`src/rtl/pipe_adder.sv`:
```
// pipe_adder: pipelined WIDTH-bit adder split into STAGES equal chunks.
// Stage k adds chunk k of the operands using the carry registered out of
// stage k-1. Valid/ready handshakes on both sides with full backpressure.
// Optional feature macro: ADDER_OVF_EN adds the out_ovf signed-overflow output.
module pipe_adder #(
    parameter int WIDTH  = 8,
    parameter int STAGES = 2
) (
    input  logic             clk,
    input  logic             rst_n,
    input  logic             in_valid,
    output logic             in_ready,
    input  logic [WIDTH-1:0] in_a,
    input  logic [WIDTH-1:0] in_b,
    input  logic             in_cin,
    output logic             out_valid,
    input  logic             out_ready,
    output logic [WIDTH-1:0] out_sum,
    output logic             out_cout
`ifdef ADDER_OVF_EN
    ,
    output logic             out_ovf
`endif
);

    // Bits added per stage.
    localparam int C = WIDTH / STAGES;

    logic                         rdy_en;
    logic [STAGES-1:0]            v;
    logic [STAGES-1:0]            c;
    logic [STAGES-1:0]            adv;
    logic [STAGES-1:0][WIDTH-1:0] s;

    // Holds in_ready low during reset and until the first clock after release.
    always_ff @(posedge clk or negedge rst_n) begin
        if (!rst_n) rdy_en <= 1'b0;
        else        rdy_en <= 1'b1;
    end

    // Advance chain: a stage may load when it is empty or everything after it moves.
    always_comb begin : p_adv
        logic run;
        adv = '0;
        run = out_ready | ~v[STAGES-1];
        adv[STAGES-1] = run;
        for (int k = STAGES - 2; k >= 0; k--) begin
            run    = run | ~v[k];
            adv[k] = run;
        end
    end

    assign in_ready = adv[0] & rdy_en;

    for (genvar k = 0; k < STAGES; k++) begin : g_st
        // Operand bits still to be added when entering stage k; chunk k sits at [C-1:0].
        localparam int RW = WIDTH - k * C;

        logic [RW-1:0]    a_in;
        logic [RW-1:0]    b_in;
        logic             cin_in;
        logic             vin;
        logic [WIDTH-1:0] s_in;
        logic [C:0]       add;
        logic [WIDTH-1:0] s_next;
        logic             v_q;
        logic             c_q;
        logic [WIDTH-1:0] s_q;

        if (k == 0) begin : g_first
            assign a_in   = in_a;
            assign b_in   = in_b;
            assign cin_in = in_cin;
            assign vin    = in_valid & rdy_en;
            assign s_in   = '0;
        end else begin : g_next
            assign a_in   = g_st[k-1].g_fwd.a_q;
            assign b_in   = g_st[k-1].g_fwd.b_q;
            assign cin_in = c[k-1];
            assign vin    = v[k-1];
            assign s_in   = s[k-1];
        end

        assign add = {1'b0, a_in[C-1:0]} + {1'b0, b_in[C-1:0]} + {{C{1'b0}}, cin_in};

        // Merge this chunk's sum into the partial sum carried from upstream.
        always_comb begin
            s_next          = s_in;
            s_next[k*C +: C] = add[C-1:0];
        end

        // Stage register: valid bit always follows the advance; data loads only with a valid entry.
        always_ff @(posedge clk or negedge rst_n) begin
            // NOTE: data registers are reset too so outputs read 0 during reset, not just the valid bit.
            if (!rst_n) begin
                v_q <= 1'b0;
                c_q <= 1'b0;
                s_q <= '0;
            end else if (adv[k]) begin
                v_q <= vin;
                if (vin) begin
                    c_q <= add[C];
                    s_q <= s_next;
                end
            end
        end

        assign v[k] = v_q;
        assign c[k] = c_q;
        assign s[k] = s_q;

        if (k < STAGES - 1) begin : g_fwd
            logic [RW-C-1:0] a_q;
            logic [RW-C-1:0] b_q;

            // Forward the not-yet-added upper chunks of both operands.
            always_ff @(posedge clk or negedge rst_n) begin
                if (!rst_n) begin
                    a_q <= '0;
                    b_q <= '0;
                end else if (adv[k] && vin) begin
                    a_q <= a_in[RW-1:C];
                    b_q <= b_in[RW-1:C];
                end
            end
        end

`ifdef ADDER_OVF_EN
        if (k == STAGES - 1) begin : g_ovf
            logic ovf_q;

            // Carry into MSB is a^b^sum at the MSB; overflow is that XOR the carry out.
            always_ff @(posedge clk or negedge rst_n) begin
                if (!rst_n)
                    ovf_q <= 1'b0;
                else if (adv[k] && vin)
                    ovf_q <= a_in[C-1] ^ b_in[C-1] ^ add[C-1] ^ add[C];
            end
        end
`endif
    end

    assign out_valid = v[STAGES-1];
    assign out_sum   = s[STAGES-1];
    assign out_cout  = c[STAGES-1];
`ifdef ADDER_OVF_EN
    assign out_ovf   = g_st[STAGES-1].g_ovf.ovf_q;
`endif

endmodule

```
`config.mk`:
```
export PLATFORM = sky130hd
export DESIGN_NAME = pipe_adder
export DESIGN_NICKNAME = d
export VERILOG_FILES = /design/src/rtl/pipe_adder.sv
export SDC_FILE = /design/constraint.sdc
export NUM_CORES = 1
export LEC_CHECK = 0
export CORE_MARGIN = 4
export CORE_UTILIZATION = 35
export CTS_BUF_LIST = sky130_fd_sc_hd__clkbuf_4 sky130_fd_sc_hd__clkbuf_8
export DETAILED_ROUTE_END_ITERATION = 16
export GPL_ROUTABILITY_DRIVEN = 0
export PLACE_DENSITY = 0.64
export SYNTH_ARGS = -nofsm -noshare
export SYNTH_HDL_FRONTEND = slang
export SYNTH_SLANG_ARGS = --single-unit
```
`constraint.sdc`:
```
create_clock -name clk -period 1.8 [get_ports clk]
set_clock_uncertainty 0.2 [all_clocks]
set_input_delay 0.36 -clock clk [delete_from_list [all_inputs] [get_ports clk]]
set_output_delay 0.36 -clock clk [all_outputs]
set_load 0.01 [all_outputs]
```
==> reports/metrics.cfg, run 1 <==
[timing]
rsz0062_at_grt=no
fmax_ghz=0.5800
fin_crit_ns=1.724
setup_viol=0
finalHoldViolCount=0
fin_crit_sh_pct=95.78
slew_viol_final=0

[yosys]
synth_top_area_share_pct=49.21
synth.avg_cell_area_sq_um=12.46
netlist_instances=102
yosys_warnings=0
yosysUniqueCellTypes=31
synth_top_area_cell=dfrtp_1
syn-num-nets=133
synth-seq-cells=25
synth_area_leaders=dfrtp_1, mux2_4, fa_1, ha_1, mux2_2
yosys_most_used_dff=dfrtp_1
synth-edff-count=0
syn_area_sq_um=1271
synth-seq-area-share_pct=49.21
synthArstFlopShare_pct=100.0

[floorplan]
floorplan.core_area_sq_um=3416
chipHeight_um=68.27
die_w_um=68.27
rows=21
die_area_sq_um=4660
floorplan.initialDensity_pct=37.22
io_pins=32

[placed_design]
portBuffers=31
hpwlAfterDp_um=1917
place_area_sq_um=1665

[final_layout]
finalNetCount=176
multi_input_area_sq_um=610.6
fin_area_sq_um=1747
syn2layout_area_growth_pct=37.40
diodes=0
ff_latch_area_sq_um=626.9
n_fill_cell=319
finish.utilization_pct=51.14
layout_common_cells=dfrtp_1, clkdlybuf4s50_1, o21ai_0
mostFrequentLayoutCell=dfrtp_1
drive_gt1_share_pct=23.61

[flow_run]
drv_cap=0

[setup_path]
worstSetupEndpointType=output port
rr_startpoint=g_st[0].c_q$_DFFE_PN0P_
critPathMaxFanout=3
cp-start-kind=register
path_class=register to output port
worstPathArrival_ns=1.16
cp.required_ns=1.24
cp-startpoint=out_valid$_DFFE_PN0P_

[pwr]
p_leak_nw=0.8782
vdd_drop_max_mv=0.4262
powerDensity_nw_per_um2=967.8

[detailed_routing]
drt_iter0_drc=48
dr_total_vias=891
via_per_inst=4.689
route.detailed.drc=0
wl_per_cell_um=12.70
drt_pass1_iterations=5
ant_nets=0
routed_wirelength_um=2413

[grt]
grt_first_pass_wirelength_um=4105
grt_max_degree=26
grt.total_usage_pct=11.61
grt_antenna_before_repair=0
grt_pass1_vias=969
gr-total-overflow=0

[run_status]
status=complete, no violations

[clock_network]
cts_tree=yes
root_buffer=clkbuf_4
h-tree-depth=1
clk_pin_slew_ns=0.13
cts.sinks=25
hold_buffers=0
clock_latency_ns=0.31
cts_buffers=3
max-clock-path-buffers=2

[hold_path]
hold_path_class=input pin to async pin

-- Yosys cell counts, types with 2 or more instances --
library cell	n
nand3_1	3
mux2_2	5
nand2_1	4
ha_1	6
mux2_4	7
o31ai_1	2
o21ai_0	11
nor2b_1	3
a21oi_1	4
fa_1	4
dfrtp_1	25
inv_1	9
-- metal layers --
| metal | wire (um) | track usage [%] |
|---|---|---|
| met1 | 1039 | 14.71 |
| met2 | 1196 | 19.61 |
| met3 | 126 | 1.478 |
| met4 | 52 | 5.211 |
| met5 | 0 | 0 |
-- report_power, final --
part           switching [mW]  leakage [nW]  internal, mW
Clock                   0.160        0.0184         0.101
Combinational           0.259         0.563         0.377
Sequential             0.0790         0.297         0.713
Total                   0.499         0.878          1.19
-- area by class of cell --
| class | count | area share, % |
|---|---|---|
| repair buffers | 39 | 22.21 |
| multi-input cells | 67 | 34.96 |
| well taps | 46 | 3.295 |
| flip-flops and latches | 25 | 35.89 |
| inverters | 9 | 1.934 |
| clock buffers | 4 | 1.719 |
-- flip-flops by register name (all words and copies together) (netlist names) --
register and cells:
g_st.c_q 1, g_st.g_fwd.a_q 4, g_st.g_fwd.b_q 4, g_st.s_q 4, g_st.v_q 1, out_cout 1, out_sum 8, out_valid 1
rdy_en 1
-- critical path, stage by stage, from the launching register on --
cell and delay (ns):
dfrtp_1 0.42, buf_6 0.12, nand3b_4 0.08, and2_4 0.14
buf_6 0.09
-- logic make-up (layout without fill, tap and decap cells) --
family / after synthesis / after routing / share of synthesized area [%]
XOR/XNOR: 2 / 2 / 1.378
adder cells (fa/ha/maj): 10 / 10 / 12.20
flip-flops: 25 / 25 / 49.21
AO/OA/AOI/OAI: 22 / 22 / 10.33
buffers and inverters: 10 / 52 / 3.543
AND/OR/NAND/NOR: 19 / 19 / 9.548
other: 1 / 1 / 0.2950
multiplexers: 13 / 13 / 13.48
-- timing repair --
| action | in CTS | in global routing |
|---|---|---|
| gates cloned | 0 | 0 |
| setup endpoints to repair | 8 | 12 |
| setup buffers | 2 | 1 |
| resized for setup | 13 | 13 |
| pin swaps | 2 | 2 |
-- final timing paths --
| path | to | slack [ns] | depth (start not counted) |
|---|---|---|---|
| setup / recovery | in_ready | 0.08 | 4 |
| hold / removal | g_st[0].g_fwd.b_q[3]$_DFFE_PN0P_ | 0.19 | 2 |
| setup reg to reg | out_sum[5]$_DFFE_PN0P_ | 0.08 | 4 |
| hold reg to reg | out_sum[0]$_DFFE_PN0P_ | 0.32 | 1 |
| max in group asynchronous | g_st[0].v_q$_DFFE_PN0P_ | 0.94 | 2 |
| min in group clk | out_sum[0]$_DFFE_PN0P_ | 0.32 | 1 |
-- metrics by stage --
| stage | cells | worst slack, ns | TNS [ns] | hold slack [ns] | power [mW] |
|---|---|---|---|---|---|
| after global placement | 183 | -0.4397 | -3.314 | 0.2920 | 1.447 |
| after floorplan | 102 | 0.1102 | 0 | -0.1356 | 1.134 |
| final | 190 | 0.07594 | 0 | 0.1944 | 1.690 |
| after global routing | 190 | 0.01540 | 0 | 0.2171 | 1.819 |
| after CTS | 189 | 0.006724 | 0 | 0.2031 | 1.726 |
| after detailed placement | 183 | -0.4452 | -3.470 | 0.2997 | 1.469 |
Power figures use the tool's default switching activity.
==> run 2, diff against run 1 <==
--- a/config.mk
+++ b/config.mk
@@ -6,11 +6,11 @@
 export NUM_CORES = 1
 export LEC_CHECK = 0
 export CORE_MARGIN = 4
-export CORE_UTILIZATION = 35
+export CORE_UTILIZATION = 45
 export CTS_BUF_LIST = sky130_fd_sc_hd__clkbuf_4 sky130_fd_sc_hd__clkbuf_8
 export DETAILED_ROUTE_END_ITERATION = 16
 export GPL_ROUTABILITY_DRIVEN = 0
-export PLACE_DENSITY = 0.64
+export PLACE_DENSITY = 0.78
 export SYNTH_ARGS = -nofsm -noshare
 export SYNTH_HDL_FRONTEND = slang
 export SYNTH_SLANG_ARGS = --single-unit
==> reports/metrics.cfg, run 2 (same netlist as run 1, synthesis figures left out) <==
[clock_network]
root_buffer=clkbuf_4
cts_tree=yes
hold_buffers=0  ; unchanged
h-tree-depth=1  ; unchanged
clk_pin_slew_ns=0.14  ; about the same
cts.sinks=25  ; unchanged
clock_latency_ns=0.31  ; about the same
max-clock-path-buffers=2  ; unchanged
cts_buffers=3  ; unchanged

[setup_path]
path_class=register to register
reg2reg_depth=4  ; unchanged
critPathMaxFanout=2  ; -1
cp_num_buf_inv=1  ; -1
slowest_delay_ns=0.43  ; about the same
worstSetupEndpointType=register
cp.required_ns=1.85  ; +0.61 ns
crit_top_cell=fa_2
path_delay_family=adder cells
regToRegSetupSlack_ns=0.04  ; -0.03 ns
cp-start-kind=register
regToRegEndpoint=out_sum[5]$_DFFE_PN0P_
crit_slowest_cell=dfrtp_1
rr_startpoint=g_st[0].c_q$_DFFE_PN0P_
worstPathCellList=fa_2, inv_1, fa_2, o21ai_1
worstPathArrival_ns=1.81  ; +0.65 ns

[final_layout]
drive_gt1_share_pct=23.61  ; unchanged
syn2layout_area_growth_pct=35.83
mostFrequentLayoutCell=dfrtp_1
diodes=0  ; unchanged
finalNetCount=176  ; unchanged
layout_common_cells=dfrtp_1, clkdlybuf4s50_1, dlymetal6s2s_1
largest_reg_flops=8  ; unchanged
finish.utilization_pct=63.16  ; +12 points
n_fill_cell=224  ; -30%

[floorplan]
rows=19  ; -9.5%
io_pins=32  ; unchanged
floorplan.core_area_sq_um=2734  ; -20%
floorplan.initialDensity_pct=46.50  ; +9.3 points
chipHeight_um=61.15  ; -10%
die_w_um=61.15  ; -10%
die_area_sq_um=3739  ; -20%

[grt]
grt.total_usage_pct=15.54  ; +3.9 points
grt_max_degree=26  ; unchanged
grt_antenna_before_repair=0  ; unchanged
grt_first_pass_wirelength_um=4284  ; +4.4%
gr-total-overflow=0  ; unchanged
grt_pass1_vias=995  ; +2.7%

[pwr]
clockPowerShare_pct=14.4  ; -1.1 points
vdd_drop_max_mv=0.5945  ; +39%
p_leak_nw=0.8909  ; +1.4%
comb_power_share_pct=38.7  ; +1.0 points
swShare_pct=30.25  ; +0.76 points
p_switching_uw=510.8  ; +2.5%
seqPwrFrac_pct=46.9  ; about the same
powerDensity_nw_per_um2=977.9  ; +1.0%
fin_total_pwr_mw=1.689  ; -0.12%
p_int_mw=1.178  ; -1.2%

[timing]
fin_crit_ns=1.755  ; +0.03095 ns
fin_setup_tns_ns=0  ; unchanged
fmax_ghz=0.5698  ; -1.8%
slew_viol_final=0  ; unchanged
layout_setup_ws_ns=0.04498  ; -0.03095 ns
finalHoldViolCount=0  ; unchanged
fin_crit_sh_pct=97.50  ; +1.7 points
whs_ns=0.1940  ; -0.0003670 ns
setup_viol=0  ; unchanged
rsz0062_at_grt=no

[placed_design]
portBuffers=31  ; unchanged
pre_cts_ws_ns=-0.4982  ; -0.05296 ns
hpwlAfterDp_um=1994  ; +4.0%

[detailed_routing]
wl_per_cell_um=14.77  ; +16%
route.detailed.drc=0  ; unchanged
drt_iter0_drc=19  ; -60%
ant_nets=0  ; unchanged
dr_total_vias=926  ; +3.9%
drt_pass1_iterations=4  ; -1
routed_wirelength_um=2584  ; +7.1%
via_per_inst=5.291  ; +13%

[flow_run]
drv_cap=0  ; unchanged

[run_status]
status=complete, no violations

[hold_path]
hold_path_class=input pin to async pin

[run 2: layout make-up]
cell class              instances  area, sq um  share of cell area, %
flip-flops and latches         25        625.6                  36.23
multi-input cells              67        615.6                  35.65
repair buffers                 39        385.4                  22.32
well taps                      31        38.79                  2.246
inverters                       9        33.78                  1.957
clock buffers                   3        22.52                  1.304
clock inverters                 1        5.005                 0.2899
[run 2: power groups by stage]
stage | Sequential (mW) | Clock [mW] | Combinational, mW
finish | 0.792 | 0.243 | 0.654
floorplan | 0.841 | 0 | 0.293
CTS | 0.798 | 0.252 | 0.676
detailed placement | 0.812 | 0 | 0.660
global placement | 0.805 | 0 | 0.637
global route | 0.814 | 0.277 | 0.731
[run 2: timing repair]
action,in CTS,in global routing
setup endpoints to repair,8,12
cloned,0,0
pin swaps,2,0
buffers inserted,2,1
gates resized for setup,13,12
[run 2: how the worst max path moves through the flow]
stage	from	end	slack [ns]	cells after the start
floorplan	g_st[0].c_q$_DFFE_PN0P_	out_sum[5]$_DFFE_PN0P_	0.11	4
global placement	out_ready	in_ready	-0.40	4
detailed placement	in_b[0]	g_st[0].s_q[2]$_DFFE_PN0P_	-0.50	6
CTS	out_cout$_DFFE_PN0P_	out_cout	0.0003	1
global route	g_st[0].c_q$_DFFE_PN0P_	out_sum[5]$_DFFE_PN0P_	0.009	4
finish	g_st[0].c_q$_DFFE_PN0P_	out_sum[5]$_DFFE_PN0P_	0.04	4
[run 2: per-stage QoR]
step                      std cells  area, sq um
after floorplan                 102         1271
final                           175         1727
after global routing            175         1727
after global placement          168         1647
after detailed placement        168         1647
after CTS                       174         1689
[run 2: metal layers]
metal	global-route usage [%]	up-vias	part of all wire, %
li1	-	432	-
met1	17.56	464	41
met2	29.15	26	51
met3	3.354	4	6.6
met4	4.334	0	0.74
met5	0	-	0
